--- config.mk ---
export PLATFORM = sky130hd
export DESIGN_NAME = seq_digit_adder
export DESIGN_NICKNAME = d
export VERILOG_FILES = /design/src/rtl/seq_adder_pkg.sv /design/src/rtl/digit_fa.sv /design/src/rtl/seq_digit_adder.sv
export SDC_FILE = /design/constraint.sdc
export NUM_CORES = 1
export LEC_CHECK = 0
export ABC_AREA = 1
export BUFFER_PORTS_ARGS = -buffer_cell sky130_fd_sc_hd__buf_2
export CORE_MARGIN = 8
export CORE_UTILIZATION = 45
export CTS_CLUSTER_DIAMETER = 60
export DETAILED_ROUTE_END_ITERATION = 10
export GPL_ROUTABILITY_DRIVEN = 0
export HOLD_SLACK_MARGIN = 0.08
export PLACE_DENSITY_LB_ADDON = 0.12
export SKIP_CTS_REPAIR_TIMING = 1
export SLEW_MARGIN = 20
export SYNTH_ARGS = -nofsm -noshare
export SYNTH_HDL_FRONTEND = slang
export SYNTH_SLANG_ARGS = --single-unit
--- constraint.sdc ---
create_clock -name clk -period 2.1 [get_ports clk]
set_input_delay 0.105 -clock clk [delete_from_list [all_inputs] [get_ports clk]]
set_output_delay 0.105 -clock clk [all_outputs]
set_load 0.03 [all_outputs]
--- src/rtl/seq_adder_pkg.sv ---
// rtl/seq_adder_pkg.sv - shared types and sizing helpers for seq_digit_adder
package seq_adder_pkg;

  typedef enum logic [1:0] {
    IDLE = 2'd0,
    RUN  = 2'd1,
    DONE = 2'd2
  } state_t;

  // Number of DIGIT-wide slices in a WIDTH-bit operand.
  function automatic int calc_ndig(input int width, input int digit);
    return width / digit;
  endfunction

  // Digit counter width; never narrower than one bit so DIGIT == WIDTH still works.
  function automatic int calc_cnt_w(input int ndig);
    return (ndig > 1) ? $clog2(ndig) : 1;
  endfunction

endpackage

--- src/rtl/digit_fa.sv ---
// rtl/digit_fa.sv - combinational DIGIT-bit ripple adder slice
module digit_fa #(
  parameter int DIGIT = 4
) (
  input  logic [DIGIT-1:0] x,
  input  logic [DIGIT-1:0] y,
  input  logic             ci,
  output logic [DIGIT-1:0] s,
  output logic             co,
  output logic             c_msb
);

  // Full slice sum; the carry into the top bit is recovered from the top bit's XOR identity.
  always_comb begin
    {co, s} = {1'b0, x} + {1'b0, y} + {{DIGIT{1'b0}}, ci};
    c_msb   = s[DIGIT-1] ^ x[DIGIT-1] ^ y[DIGIT-1];
  end

endmodule

--- src/rtl/seq_digit_adder.sv ---
// rtl/seq_digit_adder.sv - digit-serial adder with valid/ready handshakes; SEQ_ADDER_SUB_EN adds the op (subtract) port
module seq_digit_adder
  import seq_adder_pkg::*;
#(
  parameter int WIDTH = 12,
  parameter int DIGIT = 4
) (
  input  logic             clk,
  input  logic             rst_n,
  input  logic             in_valid,
  output logic             in_ready,
  input  logic [WIDTH-1:0] a,
  input  logic [WIDTH-1:0] b,
  input  logic             cin,
  output logic             out_valid,
  input  logic             out_ready,
  output logic [WIDTH-1:0] sum,
  output logic             cout,
  output logic             ovf
`ifdef SEQ_ADDER_SUB_EN
  ,
  input  logic             op
`endif
);

  localparam int NDIG  = calc_ndig(WIDTH, DIGIT);
  localparam int CNT_W = calc_cnt_w(NDIG);
  localparam logic [CNT_W-1:0] LAST_DIG = CNT_W'(NDIG - 1);

  state_t           state, state_nxt;
  logic [WIDTH-1:0] a_sh, b_sh, sum_r;
  logic             carry, cout_r, ovf_r;
  logic [CNT_W-1:0] cnt;

  logic [DIGIT-1:0] fa_s;
  logic             fa_co, fa_c_msb;
  logic [WIDTH-1:0] b_load;
  logic             c_load;
  logic [WIDTH+DIGIT-1:0] sum_cat;
  logic             last_dig;

  digit_fa #(.DIGIT(DIGIT)) u_fa (
    .x     (a_sh[DIGIT-1:0]),
    .y     (b_sh[DIGIT-1:0]),
    .ci    (carry),
    .s     (fa_s),
    .co    (fa_co),
    .c_msb (fa_c_msb)
  );

  // Operand conditioning at acceptance: subtraction is A + ~B + 1.
  always_comb begin
    b_load = b;
    c_load = cin;
`ifdef SEQ_ADDER_SUB_EN
    if (op) begin
      b_load = ~b;
      c_load = 1'b1;
    end
`endif
  end

  // New digit enters the top of the sum register, older digits slide down.
  always_comb begin
    sum_cat  = {fa_s, sum_r};
    last_dig = (cnt == LAST_DIG);
  end

  // State register.
  always_ff @(posedge clk or negedge rst_n) begin
    if (!rst_n) state <= IDLE;
    else        state <= state_nxt;
  end

  // Next-state and handshake outputs, decoded from state only.
  always_comb begin
    state_nxt = state;
    in_ready  = 1'b0;
    out_valid = 1'b0;
    case (state)
      IDLE: begin
        in_ready = 1'b1;
        if (in_valid) state_nxt = RUN;
      end
      RUN: begin
        if (last_dig) state_nxt = DONE;
      end
      DONE: begin
        out_valid = 1'b1;
        if (out_ready) state_nxt = IDLE;
      end
      default: state_nxt = IDLE;
    endcase
  end

  // Datapath: load operands on acceptance, then one digit per RUN cycle.
  always_ff @(posedge clk or negedge rst_n) begin
    if (!rst_n) begin
      a_sh   <= '0;
      b_sh   <= '0;
      sum_r  <= '0;
      carry  <= 1'b0;
      cout_r <= 1'b0;
      ovf_r  <= 1'b0;
      cnt    <= '0;
    end else begin
      case (state)
        IDLE: begin
          if (in_valid) begin
            a_sh  <= a;
            b_sh  <= b_load;
            carry <= c_load;
            cnt   <= '0;
          end
        end
        RUN: begin
          a_sh  <= a_sh >> DIGIT;
          b_sh  <= b_sh >> DIGIT;
          sum_r <= sum_cat[WIDTH+DIGIT-1:DIGIT];
          carry <= fa_co;
          cnt   <= cnt + CNT_W'(1);
          if (last_dig) begin
            cout_r <= fa_co;
            ovf_r  <= fa_c_msb ^ fa_co;
          end
        end
        default: ;
      endcase
    end
  end

  assign sum  = sum_r;
  assign cout = cout_r;
  assign ovf  = ovf_r;

endmodule

==> results of run 1 <==
## per-stage QoR
stage	std cells	util (%)	setup slack, ns	total power [µW]
after CTS	325	54.71	0.2502	4525
after global routing	336	57.24	0.05672	4967
after global placement	318	52.70	0.3221	3940
final	336	57.24	0.2569	4483
after floorplan	226	-	0.4229	3418
after detailed placement	318	52.70	0.2698	3988
## worst min-delay path by stage
stage,from,endpoint,cells after the start
after floorplan,rst_n,a_sh[0],0
after CTS,rst_n,a_sh[1],1
final,a[1],a_sh[1],3
after global placement,rst_n,sum[2],1
after detailed placement,rst_n,sum[1],1
after global routing,a[7],a_sh[7],3
## worst register-to-register path, cell delays in order (launching register included)
cell and delay (ns):
dfrtp_1 0.40, fa_1 0.47, inv_1 0.09, fa_1 0.17
inv_1 0.06, nand3_1 0.10, nand2_1 0.11, nand2_1 0.09
nand2_1 0.05, nand2_1 0.05, nand2_1 0.05, nand2_1 0.05
nand2_1 0.04
## cell families after synthesis
family                   after synthesis
adder cells (fa/ha/maj)                6
AND/OR/NAND/NOR                       87
flip-flops                            43
buffers and inverters                 30
AO/OA/AOI/OAI                         60
## power by group through the flow
stage                     Sequential [µW]  Combinational (µW)  Clock [µW]
final                                1500                2460         523
after global routing                 1560                2830         585
after CTS                            1500                2480         542
after floorplan                      1720                1700           0
after detailed placement             1520                2470           0
after global placement               1510                2430           0
## routing by layer
| layer | up-vias | track usage [%] | share of wire, % | wire (µm) |
|---|---|---|---|---|
| met5 | - | 0 | 0 | 0 |
| met4 | 0 | 3.355 | 0.82 | 36 |
| met3 | 4 | 4.883 | 5.0 | 217 |
| met2 | 38 | 21.36 | 47 | 2065 |
| met1 | 785 | 15.42 | 47 | 2061 |
| li1 | 852 | - | - | - |
## final cells by class
cell class	count	area, µm²	area share, %
repair buffers	60	367.9	14.76
flip-flops and latches	43	1076	43.17
clock inverters	1	5.005	0.2008
clock buffers	6	82.58	3.313
inverters	21	81.33	3.263
well taps	52	65.06	2.610
multi-input cells	153	814.5	32.68
## sequential cells by signal, indices dropped and copies added (netlist names)
register and flops:
carry 1, state 2, ovf 1, cout 1, cnt 2, b_sh 12, a_sh 12, sum 12
## cell usage after synthesis (4+ instances only)
master / number
nand2_1: 54
o22ai_1: 4
a22o_1: 8
o21ai_0: 25
dfrtp_1: 43
nor2_1: 20
ha_1: 4
buf_2: 4
inv_2: 4
inv_1: 16
nand3_1: 8
a21oi_1: 20
==> run_results.csv, run 1 <==
group,metric,value,unit
outcome,status,"finished clean",
critical_path,timing.critical_path.buf_inv,2,
cts,cts-root-buf,"clkbuf_8",
logic_synthesis,muxShareOfSynthArea,0,%
power,pwr-share-clk,11.7,%
logic_synthesis,synth_area_leaders,"dfrtp_1 (53%), nand2_1 (10%), o21ai_0 (6.2%)",
global_routing,grt_max_degree,28,
job,cap_violations,0,
detailed_routing,drtIter0Drc,66,
sta,fin_worst_skew,0.006185,ns
power,combPwrFrac,54.9,%
logic_synthesis,synth_top_family_by_area,"simple AND/OR/NAND/NOR gates",
sta,setup_tns,0,ns
logic_synthesis,ys.flop_type,"dfrtp_1",
cts,worstSkewPairLatency,0.29,ns
critical_path,setup.worst_path.class,"reg2reg",
power,p_int,2361,µW
cts,cts_tree,"built",
place,dp_hpwl,3.102,mm
logic_synthesis,synth_top_area_share,53.12,%
logic_synthesis,seq_area_frac_synth,53.12,%
sta,finalCritPeriodShare,87.77,%
critical_path,r2r_slack,0.26,ns
place,io_buffers,44,
cts,clkSinkCount,43,
logic_synthesis,synthesis.area,2026,µm²
logic_synthesis,yosys.area_share.xor_xnor,0,%
sta,holdWs,0.07848,ns
logic_synthesis,synth_compound_area_share,16.68,%
sta,layout_min_cycle_time,1.843,ns
critical_path,worstPathCellList,"fa_1 -> inv_1 -> fa_1 -> inv_1 -> nand3_1 -> nand2_1 -> nand2_1 -> nand2_1 -> nand2_1 -> nand2_1 -> nand2_1 -> nand2_1",
power,pwr_density_cell,1799,nW/µm²
detailed_routing,num_vias,1679,
logic_synthesis,syn_inst,226,
detailed_routing,first_pass_iters,6,
logic_synthesis,yosysWarnings,0,
cells_and_area,n_antenna_cell,0,
detailed_routing,drc_errors,0,
global_routing,antenna_found_initial,0,
critical_path,cpMostUsedCell,"nand2_1",
power,power.switching,2123,µW
power,seqPwrFrac,33.4,%
cells_and_area,fin_area,2492,µm²
cells_and_area,final_nets,319,
worst_hold_path,hold_path_class,"in2reg",
critical_path,crit_path_max_fanout,4,
critical_path,r2r-end,"ovf",
place,place_area,2295,µm²
logic_synthesis,synthAdderAreaFrac,4.447,%
floorplan,die_h,83.10,µm
critical_path,critPathArrivalTime,2.03,ns
sta,timing.fmax,0.5426,GHz
detailed_routing,drt-vias-per-instance,4.997,
cells_and_area,final_common_cell,"nand2_1",
power,power_leakage,0.001294,µW
logic_synthesis,synth-async-reset-ratio,100.0,%
logic_synthesis,synth_edf_count,0,
critical_path,r2r_cells,12,
sta,timing.final.max_slew_violations,0,
floorplan,io_pins,45,
detailed_routing,routedWlPerCell,13.03,µm
sta,hold_viol_final,0,
floorplan,core_area,4354,µm²
sta,tightest_slew,0.5961,ns
floorplan,rows,24,
critical_path,crit_end,"ovf",
critical_path,r2r-start,"a_sh[0]",
critical_path,end_kind,"flip-flop",
global_routing,grt-ovfl-total,0,
sta,finalSetupViolations,0,
global_routing,grt_pass1_wl,7.569,mm
floorplan,die_x,83.10,µm
critical_path,cp_num_cells,12,
power,vdd_ir_drop_max,0.5879,mV
critical_path,crit_family,"adder cells",
cells_and_area,drive_above_1_share,23.24,%
detailed_routing,ant_nets,0,
critical_path,crit_path_start,"a_sh[0]",
global_routing,grt_pass1_vias,1691,
detailed_routing,drt-total-wl,4.379,mm
cells_and_area,area_delta_synth_final,23.04,%
cells_and_area,nFillCells,413,
logic_synthesis,synthSimpleGateAreaFrac,19.09,%
critical_path,crit_slowest_cell,"fa_1",
power,switching_share,47.35,%
cts,clockBufferDepth,2,
critical_path,critPathRequiredTime,2.29,ns
logic_synthesis,avgSynthCellArea,8.963,µm²
global_routing,grt_usage,12.96,%
cells_and_area,layout_common_cells,"nand2_1 (54), buf_2 (44), dfrtp_1 (43)",
sta,rsz0062_at_grt,"false",
logic_synthesis,synth_cell_types,22,
cts,cts_buffers,5,
logic_synthesis,synth.net_count,261,
critical_path,slowest_delay,0.47,ns
logic_synthesis,synth_top_area_cell,"dfrtp_1",
logic_synthesis,synth-seq-cells,43,
cts,htreeDepth,2,
floorplan,initial_core_util,46.52,%
floorplan,die_area,6905,µm²
critical_path,start_kind,"flip-flop",
sta,relSlewSlack,60.26,%
cts,clkTransAtPathRegs,0.08,ns
Note: power is estimated with default switching activity, not from simulation.
==> run 2, diff against run 1 <==
- ABC_AREA: 1 -> 0
==> run 2 against run 1 <==
Non-clock buffer count up 2. Total power is 19% lower. Final cell count is 8.3% lower. Sequential share of layout area grew 1.1 points. Register-to-register slack got worse by 0.08 ns. Clock power is 4.6% lower. Via count decreased by 5.3%. Critical endpoint unchanged. Highest routed layer unchanged.
==> run_results.csv, run 2 <==
group,metric,value,unit
global_routing,grt-ovfl-total,0,
sta,finalCritPeriodShare,91.69,%
sta,relSlewSlack,57.70,%
cells_and_area,area_delta_synth_final,22.43,%
critical_path,start_kind,"flip-flop",
sta,finalSetupViolations,0,
logic_synthesis,avgSynthCellArea,9.978,µm²
global_routing,met1_usage,17.00,%
sta,setup_tns,0,ns
cts,cts_buffers,5,
cts,cts-root-buf,"clkbuf_8",
global_routing,met2_usage,22.24,%
cts,htreeDepth,2,
cts,clkTransAtPathRegs,0.08,ns
global_routing,busiest_layer,"met2",
logic_synthesis,synth_edf_count,0,
logic_synthesis,synth.net_count,234,
cells_and_area,final_nets,290,
global_routing,grt_pass1_wl,7.320,mm
detailed_routing,routedWlPerCell,14.36,µm
global_routing,grt_pass1_vias,1562,
power,p_int,2068,µW
global_routing,use_met3,5.628,%
global_routing,grt_max_degree,30,
critical_path,timing.critical_path.buf_inv,1,
logic_synthesis,syn_inst,199,
global_routing,antenna_found_initial,0,
sta,tightest_slew,0.6345,ns
logic_synthesis,synthesis.area,1986,µm²
critical_path,critPathRequiredTime,2.28,ns
critical_path,setup.worst_path.class,"reg2reg",
cells_and_area,layout_common_cells,"nand2_1 (46), buf_2 (44), dfrtp_1 (43)",
power,switching_share,43.28,%
place,io_buffers,44,
logic_synthesis,ys.flop_type,"dfrtp_1",
worst_hold_path,hold_path_class,"in2reg",
critical_path,end_kind,"flip-flop",
cells_and_area,final_common_cell,"nand2_1",
logic_synthesis,synth_cell_types,23,
cells_and_area,n_antenna_cell,0,
cells_and_area,utilization,56.61,%
logic_synthesis,synth_area_leaders,"dfrtp_1 (54%), nand2_1 (8.7%), a22oi_1 (6.0%)",
detailed_routing,drtIter0Drc,56,
place,place_area,2250,µm²
detailed_routing,ant_nets,0,
place,dp_slack,0.1703,ns
floorplan,die_h,82.43,µm
sta,fin_worst_skew,0.006261,ns
cts,clockBufferDepth,2,
cells_and_area,drive_above_1_share,23.05,%
power,combPwrFrac,46.7,%
power,pwr_density_cell,1500,nW/µm²
floorplan,initial_core_util,46.24,%
critical_path,worstPathCellList,"fa_1 -> inv_1 -> fa_1 -> nand2b_1 -> o2bb2ai_1 -> xnor2_1 -> xnor2_1 -> o21ai_1",
detailed_routing,first_pass_iters,4,
cts,worstSkewPairLatency,0.29,ns
sta,rsz0062_at_grt,"false",
logic_synthesis,synth_top_area_share,54.19,%
job,cap_violations,0,
floorplan,die_area,6794,µm²
sta,setup_ws,0.1746,ns
place,dp_hpwl,3.156,mm
logic_synthesis,seq_area_frac_synth,54.19,%
logic_synthesis,yosysMostFrequentCell,"nand2_1",
sta,timing.final.max_slew_violations,0,
logic_synthesis,synth-async-reset-ratio,100.0,%
cts,clkSinkCount,43,
cts,cts_tree,"built",
floorplan,io_pins,45,
logic_synthesis,synth_top_area_cell,"dfrtp_1",
sta,timing.fmax,0.5194,GHz
floorplan,core_area,4294,µm²
sta,hold_viol_final,0,
sta,layout_min_cycle_time,1.925,ns
logic_synthesis,synth-seq-cells,43,
global_routing,grt_usage,14.11,%
floorplan,rows,24,
power,power_leakage,0.001215,µW
logic_synthesis,synth_commonest_cells,"nand2_1 (46), dfrtp_1 (43), o21ai_0 (17), a22oi_1 (16), nor2b_1 (11)",
critical_path,slowest_delay,0.45,ns
critical_path,crit_family,"adder cells",
detailed_routing,num_vias,1590,
floorplan,die_x,82.43,µm
detailed_routing,drc_errors,0,
power,power.switching,1578,µW
power,vdd_ir_drop_max,0.7647,mV
critical_path,crit_slowest_cell,"fa_1",
critical_path,r2r_slack,0.17,ns
critical_path,crit_path_max_fanout,3,
outcome,status,"finished clean",
cells_and_area,fin_area,2431,µm²
detailed_routing,drt-vias-per-instance,5.162,
detailed_routing,drt-total-wl,4.423,mm
critical_path,critPathArrivalTime,2.11,ns
logic_synthesis,yosysWarnings,0,
power,seqPwrFrac,39.6,%
power,pwr-share-clk,13.7,%
cells_and_area,nFillCells,394,
## run 2: worst min-delay path: cells and delay by family
family | cells | cell delay [ns]
AOI/OAI and AO/OA | 2 | 0.17
buffers and inverters | 1 | 0.07
## run 2: power groups by stage
| stage | sequential [µW] | clock, µW | combinational (µW) |
|---|---|---|---|
| 6_report | 1440 | 499 | 1700 |
| 5_1_grt | 1500 | 554 | 1910 |
| 4_1_cts | 1450 | 514 | 1730 |
| 3_5_place_dp | 1470 | 0 | 1720 |
| 3_3_place_gp | 1460 | 0 | 1690 |
| 2_1_floorplan | 1610 | 0 | 1130 |
## run 2: cells by family after synthesis
family	Yosys count	synth area share, %
and+or+nand+nor	64	13.86
AOI/OAI and AO/OA	62	19.98
DFF	43	54.19
buffers and inverters	19	5.230
adders and majority gates	6	4.537
xor gates and xnor gates	5	2.206
## run 2: worst paths after layout
path                                end  depth (start not counted)     from
worst max-delay path                ovf                          8  a_sh[0]
worst min-delay path            b_sh[4]                          3     b[4]
worst max register to register      ovf                          8  a_sh[0]
worst min register to register   sum[1]                          2   sum[1]
max in group asynchronous       a_sh[6]                          3    rst_n
min in group asynchronous           ovf                          2    rst_n
## run 2: final cells by class
| cell class | instances | area [µm²] | area share [%] |
|---|---|---|---|
| Clock inverter | 1 | 5.005 | 0.2059 |
| Tap cell | 52 | 65.06 | 2.676 |
| Sequential cell | 43 | 1076 | 44.26 |
| Clock buffer | 7 | 76.32 | 3.139 |
| Multi-Input combinational cell | 137 | 805.8 | 33.14 |
| Inverter | 6 | 22.52 | 0.9264 |
| Timing Repair Buffer | 62 | 380.4 | 15.65 |
## run 2: through the flow
stage / power, µW / std cells / hold WS (ns)
after floorplan: 2734 / 199 / -0.1906
after global placement: 3154 / 290 / 0.1690
after detailed placement: 3190 / 290 / 0.1665
after CTS: 3691 / 298 / -0.1540
after global routing: 3973 / 308 / 0.09216
final: 3646 / 308 / 0.08864
## run 2: routing by layer
layer,share of wire (%),routed length (µm)
met4,1.3,56
met3,8.7,386
met1,44,1963
met2,46,2016
met5,0,0
==> run 3, diff against run 2 <==
- CORE_UTILIZATION: 45 -> 53
==> run 3 against run 2 <==
Sequential power is essentially flat. Clock power grew 13%. Die area shrank 12%. Non-clock buffer count shrank 1. Via count grew 2.7%. Global-route usage grew 1.3 points. Critical endpoint unchanged. Largest cell class unchanged.
==> run_results.csv, run 3 (synthesis gave the netlist of run 2 again) <==
group,metric,value,unit
outcome,status,"finished clean",
cells_and_area,n_antenna_cell,0,
detailed_routing,routedWlPerCell,14.59,µm
power,p_total,3772,µW
critical_path,critPathRequiredTime,2.28,ns
cts,htreeDepth,2,
cells_and_area,drive_above_1_share,23.14,%
critical_path,slowest_delay,0.45,ns
floorplan,core_area,3633,µm²
cts,clockBufferDepth,2,
global_routing,grt_pass1_vias,1668,
critical_path,crit_path_max_fanout,3,
place,place_area,2237,µm²
critical_path,worstPathCellList,"fa_1 -> inv_1 -> fa_1 -> nand2b_1 -> o2bb2ai_1 -> xnor2_1 -> xnor2_1 -> o21ai_1",
sta,setup_tns,0,ns
global_routing,grt_max_degree,44,
cts,cts-root-buf,"clkbuf_8",
place,dpl.cell_count,285,
sta,finalSetupViolations,0,
place,io_buffers,44,
critical_path,critPathArrivalTime,2.12,ns
critical_path,crit_end,"ovf",
critical_path,start_kind,"flip-flop",
critical_path,end_kind,"flip-flop",
cells_and_area,nFillCells,315,
sta,relSlewSlack,39.28,%
cells_and_area,final_nets,289,
job,cap_violations,0,
cells_and_area,final_cells,303,
floorplan,initial_core_util,54.65,%
critical_path,r2r-start,"a_sh[0]",
cts,clkSinkCount,43,
cts,worstSkewPairLatency,0.29,ns
floorplan,die_x,77.21,µm
sta,timing.fmax,0.5155,GHz
critical_path,r2r_slack,0.16,ns
critical_path,r2r_cells,8,
power,vdd_ir_drop_max,0.8247,mV
critical_path,crit_path_start,"a_sh[0]",
critical_path,crit_slowest_cell,"fa_1",
worst_hold_path,hold_depth,3,
floorplan,rows,22,
sta,rsz0062_at_grt,"false",
cts,cts_buffers,5,
floorplan,die_h,77.21,µm
global_routing,grt_usage,15.44,%
global_routing,grt_pass1_wl,7.534,mm
sta,timing.final.max_slew_violations,0,
critical_path,r2r-end,"ovf",
detailed_routing,ant_nets,0,
sta,holdWs,0.08910,ns
detailed_routing,first_pass_iters,4,
detailed_routing,num_vias,1633,
sta,fin_worst_skew,0.001570,ns
detailed_routing,drt-total-wl,4.420,mm
detailed_routing,drc_errors,0,
cts,cts_tree,"built",
detailed_routing,drtIter0Drc,70,
cells_and_area,final_common_cell,"nand2_1",
floorplan,die_area,5961,µm²
power,pwr_density_cell,1548,nW/µm²
detailed_routing,drt-vias-per-instance,5.389,
floorplan,io_pins,45,
sta,hold_viol_final,0,
sta,layout_min_cycle_time,1.940,ns
power,power_leakage,0.001220,µW
critical_path,setup.worst_path.class,"reg2reg",
global_routing,grt-ovfl-total,0,
cells_and_area,fin_area,2437,µm²
cells_and_area,area_delta_synth_final,22.75,%
cts,clkTransAtPathRegs,0.07,ns
place,dp_hpwl,3.230,mm
sta,finalCritPeriodShare,92.37,%
global_routing,antenna_found_initial,0,
cells_and_area,layout_common_cells,"nand2_1 (46), buf_2 (44), dfrtp_1 (43)",
worst_hold_path,hold_path_class,"in2reg",
sta,tightest_slew,0.9107,ns
## run 3: changes by cell type in the layout (fill, tap and decap cells not counted)
cell	previous run	this run
clkbuf_1	2	1
clkinv_2	1	0
clkbuf_8	5	7
buf_4	8	7
## run 3: critical path: cells and delay by family, from the launching register on
family	cells	cell delay [ns]
AO/OA/AOI/OAI	2	0.26
adder cells (fa/ha/maj)	2	0.64
XOR/XNOR	2	0.33
flip-flops	1	0.42
AND/OR/NAND/NOR	1	0.11
buffers and inverters	1	0.08
## run 3: area by class of cell
class / count / area (µm²) / share of cell area (%)
repair buffers: 61 / 372.9 / 15.30
well taps: 48 / 60.06 / 2.464
flip-flops and latches: 43 / 1076 / 44.15
clock buffers: 8 / 100.1 / 4.107
inverters: 6 / 22.52 / 0.9240
multi-input cells: 137 / 805.8 / 33.06
## run 3: layer usage
layer | share of wire, % | track usage, %
met2 | 49 | 25.02
met4 | 2.5 | 7.547
met5 | 0 | 0
met1 | 42 | 17.84
met3 | 7.1 | 5.128
## run 3: stage by stage
stage	util, %	worst slack [ns]
floorplan	-	0.3114
global placement	61.57	0.2543
detailed placement	61.57	0.1675
CTS	64.33	0.1575
global route	67.08	0.001758
finish	67.08	0.1603
## run 3: how the worst min path moves through the flow
stage	startpoint	end	slack [ns]
2_1_floorplan	rst_n	a_sh[0]	-0.19
3_3_place_gp	rst_n	sum[1]	0.28
3_5_place_dp	rst_n	sum[2]	0.29
4_1_cts	rst_n	sum[4]	-0.03
5_1_grt	a[7]	a_sh[7]	0.10
6_report	a[4]	a_sh[4]	0.09
## run 3: report_power, final
part | leakage [µW] | switching (µW) | total (µW) | internal [µW]
clock | 0.0000515 | 265 | 564 | 300
sequential | 0.000554 | 285 | 1460 | 1180
combinational | 0.000615 | 1060 | 1750 | 685
total | 0.00122 | 1610 | 3770 | 2160
